===== src/rtl/tdc_hit_stamper.sv =====
// tdc_hit_stamper: timestamps rising edges on NCH hit lines as {epoch, chan, coarse}
// and buffers the words in a first-word-fall-through FIFO with valid/ready readout.
// The epoch counter extends the 16-bit coarse count and advances once per carry rise.
// Optional build macro TDC_HIT_SYNC_EN inserts a 2-flop synchronizer on every hit line.
module tdc_hit_stamper #(
  parameter int unsigned NCH     = 4,
  parameter int unsigned EPOCH_W = 12,
  parameter int unsigned DEPTH   = 8,
  parameter int unsigned DROP_W  = 8
) (
  input  logic                            clk,
  input  logic                            clr,
  input  logic [15:0]                     coarse,
  input  logic                            coarse_cy,
  input  logic [NCH-1:0]                  hit,
  output logic [EPOCH_W+$clog2(NCH)+15:0] out_data,
  output logic                            out_valid,
  input  logic                            out_ready,
  output logic [$clog2(DEPTH):0]          fifo_cnt,
  output logic [DROP_W-1:0]               drop_cnt
);

  localparam int unsigned CW   = $clog2(NCH);
  localparam int unsigned TW   = EPOCH_W + CW + 16;
  localparam int unsigned AW   = $clog2(DEPTH);
  localparam int unsigned CNTW = AW + 1;
  localparam int unsigned SW   = DROP_W + CW + 1;

  logic [NCH-1:0]     hit_s;
  logic [NCH-1:0]     hit_d_q;
  logic               cy_d_q;
  logic [EPOCH_W-1:0] epoch_q;
  logic [NCH-1:0]     pend_q, pend_d;
  logic [TW-1:0]      pend_ts_q [NCH];
  logic [TW-1:0]      pend_ts_d [NCH];
  logic [TW-1:0]      mem_q [DEPTH];
  logic [AW-1:0]      wptr_q, rptr_q;
  logic [CNTW-1:0]    cnt_q, cnt_d;
  logic [DROP_W-1:0]  drop_q, drop_d;

  logic [NCH-1:0]     edge_w;
  logic               epoch_inc;
  logic               pop, push, push_ok, found;
  logic [CW-1:0]      sel;
  logic [CW:0]        ndrop;
  logic [SW-1:0]      drop_sum;

`ifdef TDC_HIT_SYNC_EN
  logic [NCH-1:0] sync1_q, sync2_q;

  // Two-flop synchronizer per hit line, cleared with the rest of the block
  always_ff @(posedge clk) begin
    if (clr) begin
      sync1_q <= '0;
      sync2_q <= '0;
    end else begin
      sync1_q <= hit;
      sync2_q <= sync1_q;
    end
  end

  assign hit_s = sync2_q;
`else
  assign hit_s = hit;
`endif

  // Edge detection, writer arbitration, pending-capture and drop accounting
  always_comb begin
    edge_w    = hit_s & ~hit_d_q;
    epoch_inc = coarse_cy & ~cy_d_q;
    out_valid = (cnt_q != '0);
    pop       = out_valid & out_ready;
    // A pop in the same cycle frees the slot the push lands in, so a full FIFO
    // being drained still accepts the next pending word.
    push_ok   = (cnt_q < CNTW'(DEPTH)) | pop;

    sel   = '0;
    found = 1'b0;
    for (int unsigned i = 0; i < NCH; i++) begin
      if (pend_q[i] && !found) begin
        sel   = CW'(i);
        found = 1'b1;
      end
    end
    push = found & push_ok;

    pend_d    = pend_q;
    pend_ts_d = pend_ts_q;
    ndrop     = '0;
    if (push) pend_d[sel] = 1'b0;
    // Checking against pend_d (after the push clear) lets a fresh capture win
    // over the word leaving the same slot.
    for (int unsigned i = 0; i < NCH; i++) begin
      if (edge_w[i]) begin
        if (pend_d[i]) begin
          ndrop = ndrop + (CW+1)'(1);
        end else begin
          pend_d[i]    = 1'b1;
          pend_ts_d[i] = {epoch_q, CW'(i), coarse};
        end
      end
    end

    drop_sum = SW'(drop_q) + SW'(ndrop);
    drop_d   = (drop_sum > SW'({DROP_W{1'b1}})) ? '1 : drop_sum[DROP_W-1:0];
    cnt_d    = cnt_q + CNTW'(push) - CNTW'(pop);
  end

  // Control state: edge/carry history, epoch, pending flags, FIFO pointers, counters
  always_ff @(posedge clk) begin
    if (clr) begin
      hit_d_q <= hit_s;
      cy_d_q  <= coarse_cy;
      epoch_q <= '0;
      pend_q  <= '0;
      wptr_q  <= '0;
      rptr_q  <= '0;
      cnt_q   <= '0;
      drop_q  <= '0;
    end else begin
      hit_d_q <= hit_s;
      cy_d_q  <= coarse_cy;
      if (epoch_inc) epoch_q <= epoch_q + 1'b1;
      pend_q  <= pend_d;
      if (push) wptr_q <= wptr_q + 1'b1;
      if (pop)  rptr_q <= rptr_q + 1'b1;
      cnt_q   <= cnt_d;
      drop_q  <= drop_d;
    end
  end

  // Data storage: pending timestamps and FIFO array, qualified by the flags above
  always_ff @(posedge clk) begin
    pend_ts_q <= pend_ts_d;
    if (push && !clr) mem_q[wptr_q] <= pend_ts_q[sel];
  end

  assign out_data = out_valid ? mem_q[rptr_q] : '0;
  assign fifo_cnt = cnt_q;
  assign drop_cnt = drop_q;

endmodule

===== config.mk =====
export PLATFORM = sky130hd
export DESIGN_NAME = tdc_hit_stamper
export DESIGN_NICKNAME = d
export VERILOG_FILES = /design/src/rtl/tdc_hit_stamper.sv
export SDC_FILE = /design/constraint.sdc
export NUM_CORES = 1
export LEC_CHECK = 0
export ABC_CLOCK_PERIOD_IN_PS = 3800
export CAP_MARGIN = 40
export CORE_MARGIN = 3
export CORE_UTILIZATION = 54
export CTS_CLUSTER_SIZE = 16
export DETAILED_ROUTE_END_ITERATION = 10
export PLACE_DENSITY = 0.75
export SYNTH_ARGS = -nofsm -noshare
export SYNTH_HDL_FRONTEND = slang
export SYNTH_SLANG_ARGS = --single-unit

===== constraint.sdc =====
create_clock -name clk -period 3.8 [get_ports clk]
set_input_delay 0.95 -clock clk [delete_from_list [all_inputs] [get_ports clk]]
set_output_delay 0.95 -clock clk [all_outputs]
set_load 0.01 [all_outputs]

==> results_tabular.tex, run 1 <==
\begin{tabular}{lr}
\hline
Metric & Value \\
\hline
\multicolumn{2}{l}{\textbf{Outcome}} \\
Run status & complete, no violations \\
\multicolumn{2}{l}{\textbf{Worst setup path}} \\
Crit Path Category & flip-flop to output port \\
Worst Reg-to-Reg Cells & 20 \\
Critical path launch point type & flip-flop \\
Capture instance of the worst register-to-register path & drop\_cnt[6] \\
Critical path data required time & 2.85 ns \\
Worst Setup End Kind & output port \\
Register-to-Register Setup Slack & 0.21 ns \\
Critical path capture point & out\_data[28] \\
Data arrival time at the worst-slack endpoint & 2.67 ns \\
Maximum fanout encountered on the critical timing path & 22 \\
Startpoint of the most critical register-to-register path & fifo\_cnt[2] \\
\multicolumn{2}{l}{\textbf{Timing}} \\
Final worst clock skew & 0.00738 ns \\
Setup WS post-layout & 0.183 ns \\
Total count of max-transition violations in the final report & 0 \\
Final setup violation count & 0 \\
Post-layout minimum cycle time & 3.62 ns \\
Fin crit share & 95.2\% \\
Slew @ Worst Pin & 0.995 ns \\
Highest Clock Rate & 0.276 GHz \\
Number of endpoints with negative hold slack in the final report & 0 \\
Worst slew margin relative to its limit & 33.0\% \\
\multicolumn{2}{l}{\textbf{Detailed routing}} \\
Post-detailed-route count of antenna-violating nets & 0 \\
Total DRC errors in the routed layout & 0 \\
Routed via count & 7642 \\
Final Routed Wirelength & 28900 um \\
First drt pass iteration count & 5 \\
DRT iter0 DRCs & 532 \\
Avg WL per Cell & 21.6 um \\
Via-to-Cell Ratio & 5.71 \\
\multicolumn{2}{l}{\textbf{Min path}} \\
Min-Delay Path Class & flip-flop to flip-flop \\
Launch instance of the worst min-delay path & epoch\_q[11] \\
\multicolumn{2}{l}{\textbf{Synthesis}} \\
Number of unique standard cell types used by synthesis & 55 \\
Warnings, synthesis & 0 \\
Count of flip-flops with a built-in enable after synthesis & 352 \\
Fraction of registers with async set/reset & 0\% \\
Fraction of synthesized cell area taken by the top area cell type & 68.7\% \\
Synth area leaders & edfxtp\_1 (69\%), mux4\_2 (8.8\%), dfxtp\_1 (5.5\%), mux2i\_1 (4.0\%), nor2\_1 (1.7\%) \\
Flip-flop cell with the highest count after synthesis & edfxtp\_1 \\
Library cell occupying the most area in the post-synthesis netlist & edfxtp\_1 \\
Synthesized instance count & 826 \\
Sequential fraction of the synthesis area & 74.1\% \\
Combined area of all synthesized cells & 15400 um2 \\
Mean post-synth cell area & 18.6 um2 \\
Seq cells post-synth & 394 \\
Number of nets in the synthesized netlist & 866 \\
\multicolumn{2}{l}{\textbf{Floorplanning}} \\
Starting utilization of the core area & 55.1\% \\
Core area & 27900 um2 \\
Num ports & 67 \\
Die outline width & 175 um \\
Die Area & 30600 um2 \\
Die Ht & 175 um \\
Site row count & 61 \\
\multicolumn{2}{l}{\textbf{Power}} \\
Overall power consumption & 11.6 mW \\
Clock network power share & 33.5\% \\
Sw Pwr & 2.95 mW \\
Power density over the cells & 637 nW/um2 \\
Gate power share & 22.3\% \\
Switching part of the total power & 25.3\% \\
Internal power summed over all cells & 8.69 mW \\
Static power due to leakage & 6.02 nW \\
Relative contribution of sequential cells to total power & 44.2\% \\
Maximum vdd ir drop & 0.000338 V \\
\multicolumn{2}{l}{\textbf{Placement}} \\
Post-DP HPWL & 15800 um \\
Weighted congestion reported at the end of routability-driven placement & 0.783 \\
Pre-CTS setup slack & -0.645 ns \\
Count of buffers from port buffering & 66 \\
\multicolumn{2}{l}{\textbf{Flow run}} \\
Number of maximum-capacitance violations & 0 \\
\multicolumn{2}{l}{\textbf{Clock tree}} \\
Number of clock sinks & 394 \\
Clock buffers created by TritonCTS & 39 \\
Clock slew at reported path FFs & 0.06 ns \\
CTS tree & done \\
Clock H-tree levels & 2 \\
Maximum clock path buffer count & 3 \\
Root Buffer Master & clkbuf\_16 \\
Clk Latency, worst-skew pair & 0.52 ns \\
\multicolumn{2}{l}{\textbf{Cells and area}} \\
Filler Cell Count & 1883 \\
Synth-to-Final Area Change & 18.8\% \\
Layout Nets & 970 \\
Share of cells above drive strength 1 & 23.8\% \\
\# diodes & 0 \\
\multicolumn{2}{l}{\textbf{Global route}} \\
Met2 Resource Use GR & 33.3\% \\
Most utilized layer in the global route result & met2 \\
Fraction of met3 tracks used by global routing & 3.28\% \\
Via count of the first global-routing pass & 8007 \\
First-pass GRT wire length & 45100 um \\
Met1 Track Usage GR & 25.7\% \\
Maximum number of pins on one net before global-route repair & 61 \\
GRT Overall Usage & 19.4\% \\
Antenna violations before repair & 0 \\
Global route overflow & 0 \\
\hline
\end{tabular}
==> per-stage QoR <==
step / instances / setup TNS, ns / cell area, um2 / utilization, % / hold slack (ns)
global route: 1338 / -0.00370 / 18300 / 65.5 / 0.559
detailed placement: 1265 / -5.02 / 16900 / 60.5 / 0.520
CTS: 1338 / 0 / 18300 / 65.4 / 0.537
finish: 1338 / 0 / 18300 / 65.5 / 0.541
global placement: 1265 / -4.59 / 16900 / 60.5 / 0.501
floorplan: 826 / -0.0212 / 15400 / - / 0.481
==> worst min-delay path by stage <==
stage	endpoint	slack [ns]	cells past startpoint
floorplan	pend_ts_q[119]	0.48	0
global route	pend_ts_q[59]	0.56	0
detailed placement	flip-flop	0.52	2
finish	pend_ts_q[59]	0.54	0
CTS	flip-flop	0.54	2
global placement	flip-flop	0.50	2
==> cell families after synthesis <==
family,count (synthesis),synth area share [%]
XOR/XNOR,24,1.37
AND/OR/NAND/NOR,127,4.31
multiplexers,124,13.0
AO/OA/AOI/OAI,83,4.06
adder cells (fa/ha/maj),16,1.40
flip-flops,394,74.1
buffers and inverters,58,1.73
==> Yosys cell counts, drive strengths merged, types with 2 or more instances <==
cell type  number
a211oi          2
a21o            3
a21oi          14
a22oi          27
and2            4
and2b           2
and4            2
buf            22
clkbuf         20
dfxtp          42
edfxtp        352
fa              2
ha             14
inv            16
mux2            2
mux2i          62
mux4           60
nand2          14
nand2b          7
nand3           4
nand3b          2
nand4           3
nor2           70
nor2b           4
nor3            4
nor3b           3
o21a            2
o21ai          30
or3             4
xnor2          11
xor2           13
==> layout by cell type (no fill, tap or decap), types with 3 or more instances in the layout <==
cell type / instances
xnor2_1: 11
clkbuf_8: 3
a21oi_1: 6
nor2b_1: 3
mux2i_1: 62
a21o_1: 3
a21oi_4: 3
nand3_1: 3
nand2b_1: 5
clkbuf_1: 5
xor2_1: 13
nor2_2: 3
a22oi_1: 18
ha_1: 12
nor2_1: 60
a22oi_2: 9
inv_1: 14
nand4_1: 3
nor2_4: 7
clkbuf_16: 41
o21ai_1: 18
dfxtp_1: 39
a21oi_2: 5
clkinv_2: 11
mux4_2: 60
buf_4: 27
o21ai_2: 9
clkinv_1: 4
buf_12: 12
bufinv_16: 5
clkdlybuf4s50_1: 64
nand2_1: 12
edfxtp_1: 352
and2_1: 3
==> power by group through the flow <==
stage | Clock (mW) | Combinational, mW | Sequential (mW)
6_report | 3.90 | 2.59 | 5.15
5_1_grt | 4.14 | 2.82 | 5.17
4_1_cts | 3.97 | 2.65 | 5.15
3_5_place_dp | 0 | 2.63 | 5.24
3_3_place_gp | 0 | 2.59 | 5.23
2_1_floorplan | 0 | 1.56 | 5.23
==> worst max-delay path, cell delays in order, from the launching register on <==
cell and delay [ns]:
dfxtp_4 0.36, buf_4 0.40, mux4_2 0.56, mux2i_1 0.18, nor2_1 0.13, clkdlybuf4s50_1 0.51
==> metal layers <==
metal	routed length (um)	part of all wire, %
met1	11900	41
met2	14600	51
met3	1670	5.8
met4	644	2.2
met5	0	0
==> layout make-up <==
type | instances | area [um2] | share of cell area [%]
clock inverters | 22 | 236 | 1.29
clock buffers | 49 | 1090 | 5.94
flip-flops and latches | 394 | 11400 | 62.4
inverters | 16 | 60.1 | 0.328
multi-input cells | 374 | 3910 | 21.4
well taps | 378 | 473 | 2.59
repair buffers | 105 | 1100 | 6.04
==> flip-flops by register name, indices dropped and copies added, names as in the netlist, named ones only <==
| name | cells |
|---|---|
| hit_d_q | 4 |
| rptr_q | 3 |
| epoch_q | 12 |
| drop_cnt | 8 |
| cy_d_q | 1 |
| pend_q | 4 |
| mem_q | 240 |
| wptr_q | 3 |
| pend_ts_q | 112 |
| fifo_cnt | 4 |
==> repair_timing <==
action | CTS | global route
endpoints found under the setup margin | 8 | 8
hold buffers | 0 | 0
gates resized for setup | 9 | 3
setup buffers | 2 | 0
pin swaps | 12 | 4
No activity file was read; power rests on OpenSTA's default activity.
==> run 2, diff against run 1 <==
--- a/config.mk
+++ b/config.mk
@@ -6,7 +6,6 @@
 export NUM_CORES = 1
 export LEC_CHECK = 0
 export ABC_CLOCK_PERIOD_IN_PS = 3800
-export CAP_MARGIN = 40
 export CORE_MARGIN = 3
 export CORE_UTILIZATION = 54
 export CTS_CLUSTER_SIZE = 16
==> results of run 2 <==
The final DEF is identical to that of run 1; final timing and power are the same.
==> run 3, diff against run 2 <==
--- a/config.mk
+++ b/config.mk
@@ -7,10 +7,9 @@
 export LEC_CHECK = 0
 export ABC_CLOCK_PERIOD_IN_PS = 3800
 export CORE_MARGIN = 3
-export CORE_UTILIZATION = 54
+export CORE_UTILIZATION = 30
 export CTS_CLUSTER_SIZE = 16
 export DETAILED_ROUTE_END_ITERATION = 10
-export PLACE_DENSITY = 0.75
 export SYNTH_ARGS = -nofsm -noshare
 export SYNTH_HDL_FRONTEND = slang
 export SYNTH_SLANG_ARGS = --single-unit
==> run 3 against run 2 <==
Against the previous run: clock power down 4%; largest cell class unchanged; critical endpoint is now out_data[13]; core utilization decreased by 29 points; wire length grew 6.2%.
==> results_tabular.tex, run 3 (synthesis results as in run 1) <==
\begin{tabular}{lr}
\hline
Metric & Value \\
\hline
\multicolumn{2}{l}{\textbf{Outcome}} \\
Run status & complete, no violations \\
\multicolumn{2}{l}{\textbf{Timing}} \\
Slew @ Worst Pin & 1.04 ns \\
Number of endpoints with negative hold slack in the final report & 0 \\
Fin crit share & 94.8\% \\
Total count of max-transition violations in the final report & 0 \\
Post-layout minimum cycle time & 3.60 ns \\
Highest Clock Rate & 0.278 GHz \\
Worst slew margin relative to its limit & 30.1\% \\
Final worst clock skew & 0.0198 ns \\
Aggregate negative setup slack & 0 ns \\
Final setup violation count & 0 \\
Worst Hold Margin & 0.528 ns \\
\multicolumn{2}{l}{\textbf{Global route}} \\
Maximum number of pins on one net before global-route repair & 61 \\
Antenna violations before repair & 1 \\
Via count of the first global-routing pass & 7968 \\
Global route overflow & 0 \\
First-pass GRT wire length & 47800 um \\
GRT Overall Usage & 11.5\% \\
\multicolumn{2}{l}{\textbf{Worst setup path}} \\
Worst Setup End Kind & output port \\
Critical path data required time & 2.85 ns \\
Worst Reg-to-Reg Cells & 18 \\
Data arrival time at the worst-slack endpoint & 2.65 ns \\
Crit Path Category & flip-flop to output port \\
Register-to-Register Setup Slack & 0.20 ns \\
Capture instance of the worst register-to-register path & drop\_cnt[7] \\
Maximum fanout encountered on the critical timing path & 21 \\
Startpoint of the most critical register-to-register path & fifo\_cnt[2] \\
Critical path launch point type & flip-flop \\
\multicolumn{2}{l}{\textbf{Power}} \\
Clock network power share & 32.4\% \\
Overall power consumption & 11.5 mW \\
Power density over the cells & 619 nW/um2 \\
Switching part of the total power & 26.1\% \\
Relative contribution of sequential cells to total power & 44.9\% \\
Sw Pwr & 3.00 mW \\
Static power due to leakage & 5.99 nW \\
Gate power share & 22.6\% \\
Maximum vdd ir drop & 0.000287 V \\
Internal power summed over all cells & 8.51 mW \\
\multicolumn{2}{l}{\textbf{Cells and area}} \\
\# diodes & 0 \\
Filler Cell Count & 4592 \\
Layout Nets & 970 \\
Number of flip-flops under the largest register name & 240 \\
Most common library cell in the layout ignoring fill and taps & edfxtp\_1 \\
Synth-to-Final Area Change & 20.8\% \\
Top reg by flops & mem\_q \\
Share of cells above drive strength 1 & 23.2\% \\
Total non-filler cell area in the finished layout & 18600 um2 \\
Utilization after layout & 36.9\% \\
Most used cells in the layout excluding fill and tap cells & edfxtp\_1 (352), clkdlybuf4s50\_1 (64), mux2i\_1 (61) \\
Biggest regs & mem\_q (240), pend\_ts\_q (112), epoch\_q (12) \\
\multicolumn{2}{l}{\textbf{Clock tree}} \\
CTS tree & done \\
Clock slew at reported path FFs & 0.07 ns \\
Clock buffers created by TritonCTS & 40 \\
Clk Latency, worst-skew pair & 0.54 ns \\
Number of clock sinks & 394 \\
Number of buffers inserted by post-CTS setup repair & 0 \\
Root Buffer Master & clkbuf\_16 \\
Maximum clock path buffer count & 3 \\
Clock H-tree levels & 2 \\
\multicolumn{2}{l}{\textbf{Min path}} \\
Endpoint, Worst Hold & pend\_ts\_q[89] \\
Launch instance of the worst min-delay path & epoch\_q[11] \\
Worst Hold Depth & 0 \\
Min-Delay Path Class & flip-flop to flip-flop \\
\multicolumn{2}{l}{\textbf{Placement}} \\
Post-DP HPWL & 18200 um \\
Weighted congestion reported at the end of routability-driven placement & 0.686 \\
Cell area after placement & 17300 um2 \\
Count of buffers from port buffering & 66 \\
\multicolumn{2}{l}{\textbf{Detailed routing}} \\
Final Routed Wirelength & 30600 um \\
Via-to-Cell Ratio & 4.57 \\
Post-detailed-route count of antenna-violating nets & 0 \\
Routed via count & 7460 \\
DRT iter0 DRCs & 506 \\
Avg WL per Cell & 18.8 um \\
Total DRC errors in the routed layout & 0 \\
First drt pass iteration count & 4 \\
\multicolumn{2}{l}{\textbf{Floorplanning}} \\
Die Area & 54100 um2 \\
Die Ht & 233 um \\
Die outline width & 233 um \\
Starting utilization of the core area & 30.6\% \\
Num ports & 67 \\
Site row count & 82 \\
Core area & 50400 um2 \\
\multicolumn{2}{l}{\textbf{Flow run}} \\
Number of maximum-capacitance violations & 0 \\
\hline
\end{tabular}
## run 3: routing by layer
metal / vias up / wire length [um] / GRT usage, %
met4: 2 / 618 / 3.19
li1: 3455 / - / -
met5: - / 13 / 0
met2: 145 / 15300 / 19.9
met1: 3809 / 12900 / 14.8
met3: 49 / 1780 / 2.23
## run 3: worst max-delay path: stages (launching register included)
cell	delay (ns)
dfxtp_4	0.49
buf_12	0.25
mux4_2	0.52
mux2i_1	0.28
nor2_1	0.08
clkdlybuf4s50_1	0.49
## run 3: power groups by stage
stage,clock [mW],combinational (mW),sequential (mW)
4_1_cts,3.84,2.68,5.18
5_1_grt,4.01,2.88,5.20
6_report,3.73,2.61,5.17
3_5_place_dp,0,2.68,5.27
2_1_floorplan,0,1.56,5.23
3_3_place_gp,0,2.64,5.26
## run 3: how the worst max path moves through the flow
| stage | from | to | slack, ns | depth (start not counted) |
|---|---|---|---|---|
| 2_1_floorplan | out_ready | drop_cnt[7] | -0.02 | 17 |
| 3_3_place_gp | out_ready | drop_cnt[1] | -0.61 | 18 |
| 3_5_place_dp | out_ready | drop_cnt[1] | -0.69 | 18 |
| 4_1_cts | out_ready | drop_cnt[7] | 0.008 | 17 |
| 5_1_grt | fifo_cnt[2] | drop_cnt[7] | -0.005 | 18 |
| 6_report | flip-flop | out_data[13] | 0.20 | 5 |
## run 3: timing repair
action	in CTS	in global routing
hold buffers	0	0
setup endpoints to repair	8	10
pin swaps	10	8
gates resized for setup	6	10
## run 3: per-stage QoR
stage	std cells	worst slack, ns
after floorplan	826	-0.0212
after CTS	1633	0.00765
after global placement	1560	-0.610
after global routing	1633	-0.00499
final	1633	0.198
after detailed placement	1560	-0.687
## run 3: cell type report
cell class / instances / area, um2 / share of cell area [%]
well taps: 672 / 841 / 4.52
flip-flops and latches: 394 / 11400 / 61.4
clock inverters: 23 / 174 / 0.935
inverters: 16 / 60.1 / 0.323
repair buffers: 104 / 1090 / 5.87
clock buffers: 50 / 1080 / 5.81
multi-input cells: 374 / 3930 / 21.2
==> RTL edit 1: new RTL, flow settings as in run 2 <==
Add a define of `TDC_HIT_SYNC_EN`.
--- a/src/rtl/tdc_hit_stamper.sv
+++ b/src/rtl/tdc_hit_stamper.sv
@@ -3,4 +3,6 @@
 // The epoch counter extends the 16-bit coarse count and advances once per carry rise.
 // Optional build macro TDC_HIT_SYNC_EN inserts a 2-flop synchronizer on every hit line.
+`define TDC_HIT_SYNC_EN
+
 module tdc_hit_stamper #(
   parameter int unsigned NCH     = 4,
Behaviour: not the same (Yosys sat finds a counterexample within 4 cycles, from zero or initial values).
==> RTL edit 1 against run 2 <==
  * Fmax shrank 2.5%
  * First-iteration DRC count grew 25%
  * Area after synthesis shrank 0.11%
  * Sequential cell count grew 8
  * Global-route usage is essentially flat
  * Clock skew grew 0.0081 ns
  * Setup slack lost 0.092 ns
  * Routed wire length grew 1.3%
  * Cell area grew 0.38%
  * Power shrank 6.2%
  * Worst hold slack lost 0.20 ns
  * Critical path type is now reg2reg
  * Critical endpoint is now drop_cnt[3]
  * Largest cell class unchanged
==> RTL edit 1: results (changes against run 2) <==
Run status
  • Outcome: complete, no violations

STA
  • Hold_ws: 0.345 ns (-0.196 ns)
  • Rel. slew slack: 23.9% (-9.1 points)

Power
  • Internal Power: 8.29 mW (-4.6%)
  • Seq power: 5.08 mW (-1%)

Detailed routing
  • Vias: 7651 (+0.12%)
  • Post-Route WL: 29200 um (+1.3%)

Hold path
  • Min-Delay Endpoint: hit_d_q[1]

Worst setup path
  • WP data arrival: 4.09 ns (+1.42 ns)
  • Crit-path max FO: 4 (-82%)
  • Worst Setup End Kind: register

GRT
  • Vias in the first global route: 8017 (+0.12%)
  • GRT Total Usage: 19.3% (about the same)
  • Global-route wire length before repair: 45500 um (+0.74%)

Logic synthesis
  • Synth top area cells: edfxtp_1, mux4_2, dfxtp_1
  • Post-Synth XOR/XNOR Area: 1.36% (-0.0066 points)
  • Synth Area in Compound Gates: 3.28% (-0.78 points)
  • Average cell area after synthesis: 18.5 sq um (-0.60%)
  • Syn Nets: 870 (+0.46%)
  • Adder-Cell Fraction of Synth Area: 1.40% (+0.0016 points)
  • Yosys cell types: 46 (-16%)

CTS
  • PostCTS Resize Cnt: 3 (-6)

Placement
  • Pre-CTS WS: -0.725 ns (-0.0796 ns)
  • Placer Congestion: 0.769 (-1.8%)
  • DP Cell Count: 1280 (+1.2%)

Final layout
  • Nets: 987 (+1.8%)
-- RTL edit 1: cell types whose count changed in the layout (fill, tap and decap cells not counted), sizes merged, moves of 3 or more --
| cell | before | now |
|---|---|---|
| buf | 39 | 51 |
| nor2b | 4 | 16 |
| dfxtp | 42 | 50 |
| xnor2 | 11 | 5 |
| xor2 | 13 | 18 |
| nor2 | 70 | 66 |
| and2 | 4 | 1 |
| bufinv | 5 | 2 |
| clkbuf | 49 | 52 |
| nand2b | 7 | 4 |
| nor4 | 0 | 3 |
-- RTL edit 1: area by class of cell --
type,instances,area (sq um)
clock buffers,52,1100
flip-flops and latches,402,11600
fillers,1873,9580
multi-input cells,373,3790
repair buffers,116,1230
inverters,15,56.3
clock inverters,17,135
well taps,378,473
-- RTL edit 1: cell families after synthesis --
kind of cell    Yosys count
buf+inv                  55
flops                   402
xor+xnor                 23
mux                     124
compound gates           79
fa+ha+maj                16
simple gates            131
-- RTL edit 1: metal layers --
| metal | GRT usage (%) | vias to the layer above | wire length [um] |
|---|---|---|---|
| met5 | 0 | - | 0 |
| met3 | 3.37 | 51 | 1640 |
| met1 | 26.8 | 3878 | 12400 |
| met4 | 6.15 | 0 | 678 |
| met2 | 31.8 | 226 | 14500 |
| li1 | - | 3496 | - |
-- RTL edit 1: critical path: stages, from the launching register on --
cell	delay [ns]
dfxtp_2	0.32
inv_2	0.07
ha_4	0.13
nor3b_4	0.19
inv_2	0.07
a21oi_4	0.19
nand2_2	0.08
nor2_2	0.11
ha_1	0.23
a32o_2	0.25
ha_4	0.21
mux2_4	0.27
ha_4	0.22
mux2_4	0.27
ha_4	0.21
a21o_1	0.16
a21oi_2	0.21
buf_4	0.15
xor2_1	0.16
a21oi_1	0.08
==> RTL edit 2: new RTL, settings of run 2 <==
Without the edit above. Put one more register stage on the output `fifo_cnt`. The value now appears one clock later. The other outputs are not delayed to match.
--- a/src/rtl/tdc_hit_stamper.sv
+++ b/src/rtl/tdc_hit_stamper.sv
@@ -137,5 +137,7 @@
 
   assign out_data = out_valid ? mem_q[rptr_q] : '0;
-  assign fifo_cnt = cnt_q;
+  always_ff @(posedge clk) begin
+    fifo_cnt <= cnt_q;
+  end
   assign drop_cnt = drop_q;
 
Check against the original RTL: not equivalent (Yosys sat finds a counterexample within 4 cycles, from zero or initial values).
==> RTL edit 2 against run 2 <==
  * First-iteration DRC count up 13%
  * Cell area about the same
  * Die area up 0.49%
  * Routed wire length up 4.7%
  * Clock skew up 0.012 ns
  * Setup slack worse by 0.036 ns
  * Power down 1.8%
  * Sequential cell count up 4
  * Area after synthesis up 0.50%
  * Utilization down 0.15 points
==> RTL edit 2: results (changes against run 2) <==
Run status
  • Outcome: complete, no violations

Final layout
  • Layout area overhead: 18.3%
  • Layout cell share with drive strength beyond 1: 22.5% (-1.3 points)
  • Fillers: 1876 (-0.37%)
  • Final Non-Filler Cells: 1344 (+0.45%)
  • Nets: 977 (+0.72%)

Logic synthesis
  • Synth top area cells: edfxtp_1, mux4_2, dfxtp_1
  • Syn Nets: 870 (+0.46%)
  • Sequential element share of the synthesized area: 74.3% (+0.15 points)
  • Top cells by count, synth: edfxtp_1, nor2_1, mux2i_1
  • Average cell area after synthesis: 18.6 sq um (about the same)

Detailed routing
  • DR vias/cell: 5.76 (+0.88%)
  • Drt wl/cell: 22.5 um (+4.2%)
  • Initial DRC Count: 603 (+13%)

Placement
  • Placer Congestion: 0.754 (-3.7%)
  • Dpl cell area: 17000 sq um (+0.55%)
  • Detailed Place HPWL: 16000 um (+1.2%)
  • Pre-CTS WS: -0.703 ns (-0.0573 ns)
  • DP Cell Count: 1271 (+0.47%)

Hold path
  • Hold/Removal Path Class: reg2reg
  • Hold Crit Start: cnt_q[2]

GRT
  • GRT Total Usage: 19.9% (+0.56 points)
  • Largest net degree at the start of global routing: 61 (unchanged)
  • Global-route wire length before repair: 46500 um (+2.9%)
  • Vias in the first global route: 8008 (+0.012%)

STA
  • Fin. Hold Viols: 0 (unchanged)
  • Clock Skews: 0.0191 ns (+0.0117 ns)
  • Rel. slew slack: 35.9% (+2.9 points)

Power
  • Lkg Pwr: 6.00 nW (-0.36%)
  • Max VDD drop: 423 uV (+25%)

CTS
  • Setup Fix Bufs, Post-CTS: 1 (-1)
  • PostCTS Resize Cnt: 9 (unchanged)

Worst setup path
  • WP data arrival: 4.05 ns (+1.38 ns)
  • Origin of the critical flop-to-flop path: cnt_q[2]
  • Reg2reg path depth: 18 (-10%)
  • Crit-path max FO: 3 (-86%)
-- RTL edit 2: area by class of cell --
type / count / area share, %
clock inverters: 10 / 0.595
flip-flops and latches: 398 / 62.8
multi-input cells: 374 / 21.5
clock buffers: 60 / 5.94
inverters: 16 / 0.328
well taps: 378 / 2.58
repair buffers: 108 / 6.18
-- RTL edit 2: worst paths after layout --
path / endpoint / slack, ns
setup / recovery: drop_cnt[7] / 0.15
hold reg to reg: fifo_cnt[2] / 0.36
hold / removal: fifo_cnt[2] / 0.36
setup reg to reg: drop_cnt[7] / 0.15
-- RTL edit 2: where the power goes --
part	internal, mW	switching [mW]	total [mW]
registers	5.11	0.104	5.22
logic	1.30	1.33	2.62
clock network	2.11	1.49	3.60
-- RTL edit 2: critical path, cell delays in order, from the launching register on --
cell and delay (ns):
dfxtp_1 0.31, inv_1 0.10, ha_4 0.16, nand4bb_4 0.15
and2_4 0.21, nor2_4 0.13, ha_4 0.22, nand2_2 0.07
o31ai_1 0.07, ha_1 0.30, mux2_4 0.29, ha_4 0.21
mux2_4 0.29, ha_4 0.26, a21o_1 0.15, a21oi_4 0.08
nor3b_2 0.25, and3_1 0.22, nor3_2 0.05
-- RTL edit 2: cells by family (layout without fill, tap and decap cells) --
kind of cell	after synthesis	count (layout)	share of synthesized area (%)
compound gates	83	83	4.04
xor+xnor	24	24	1.36
fa+ha+maj	16	16	1.39
buf+inv	58	194	1.72
flops	398	398	74.3
mux	123	123	12.9
simple gates	128	128	4.33
-- RTL edit 2: layer usage --
| metal | vias up | global-route usage, % | wire (um) |
|---|---|---|---|
| met5 | - | 0 | 0 |
| met4 | 0 | 6.18 | 685 |
| met3 | 58 | 3.20 | 2080 |
| met2 | 275 | 33.2 | 15300 |
| met1 | 3937 | 27.4 | 12100 |
| li1 | 3474 | - | - |
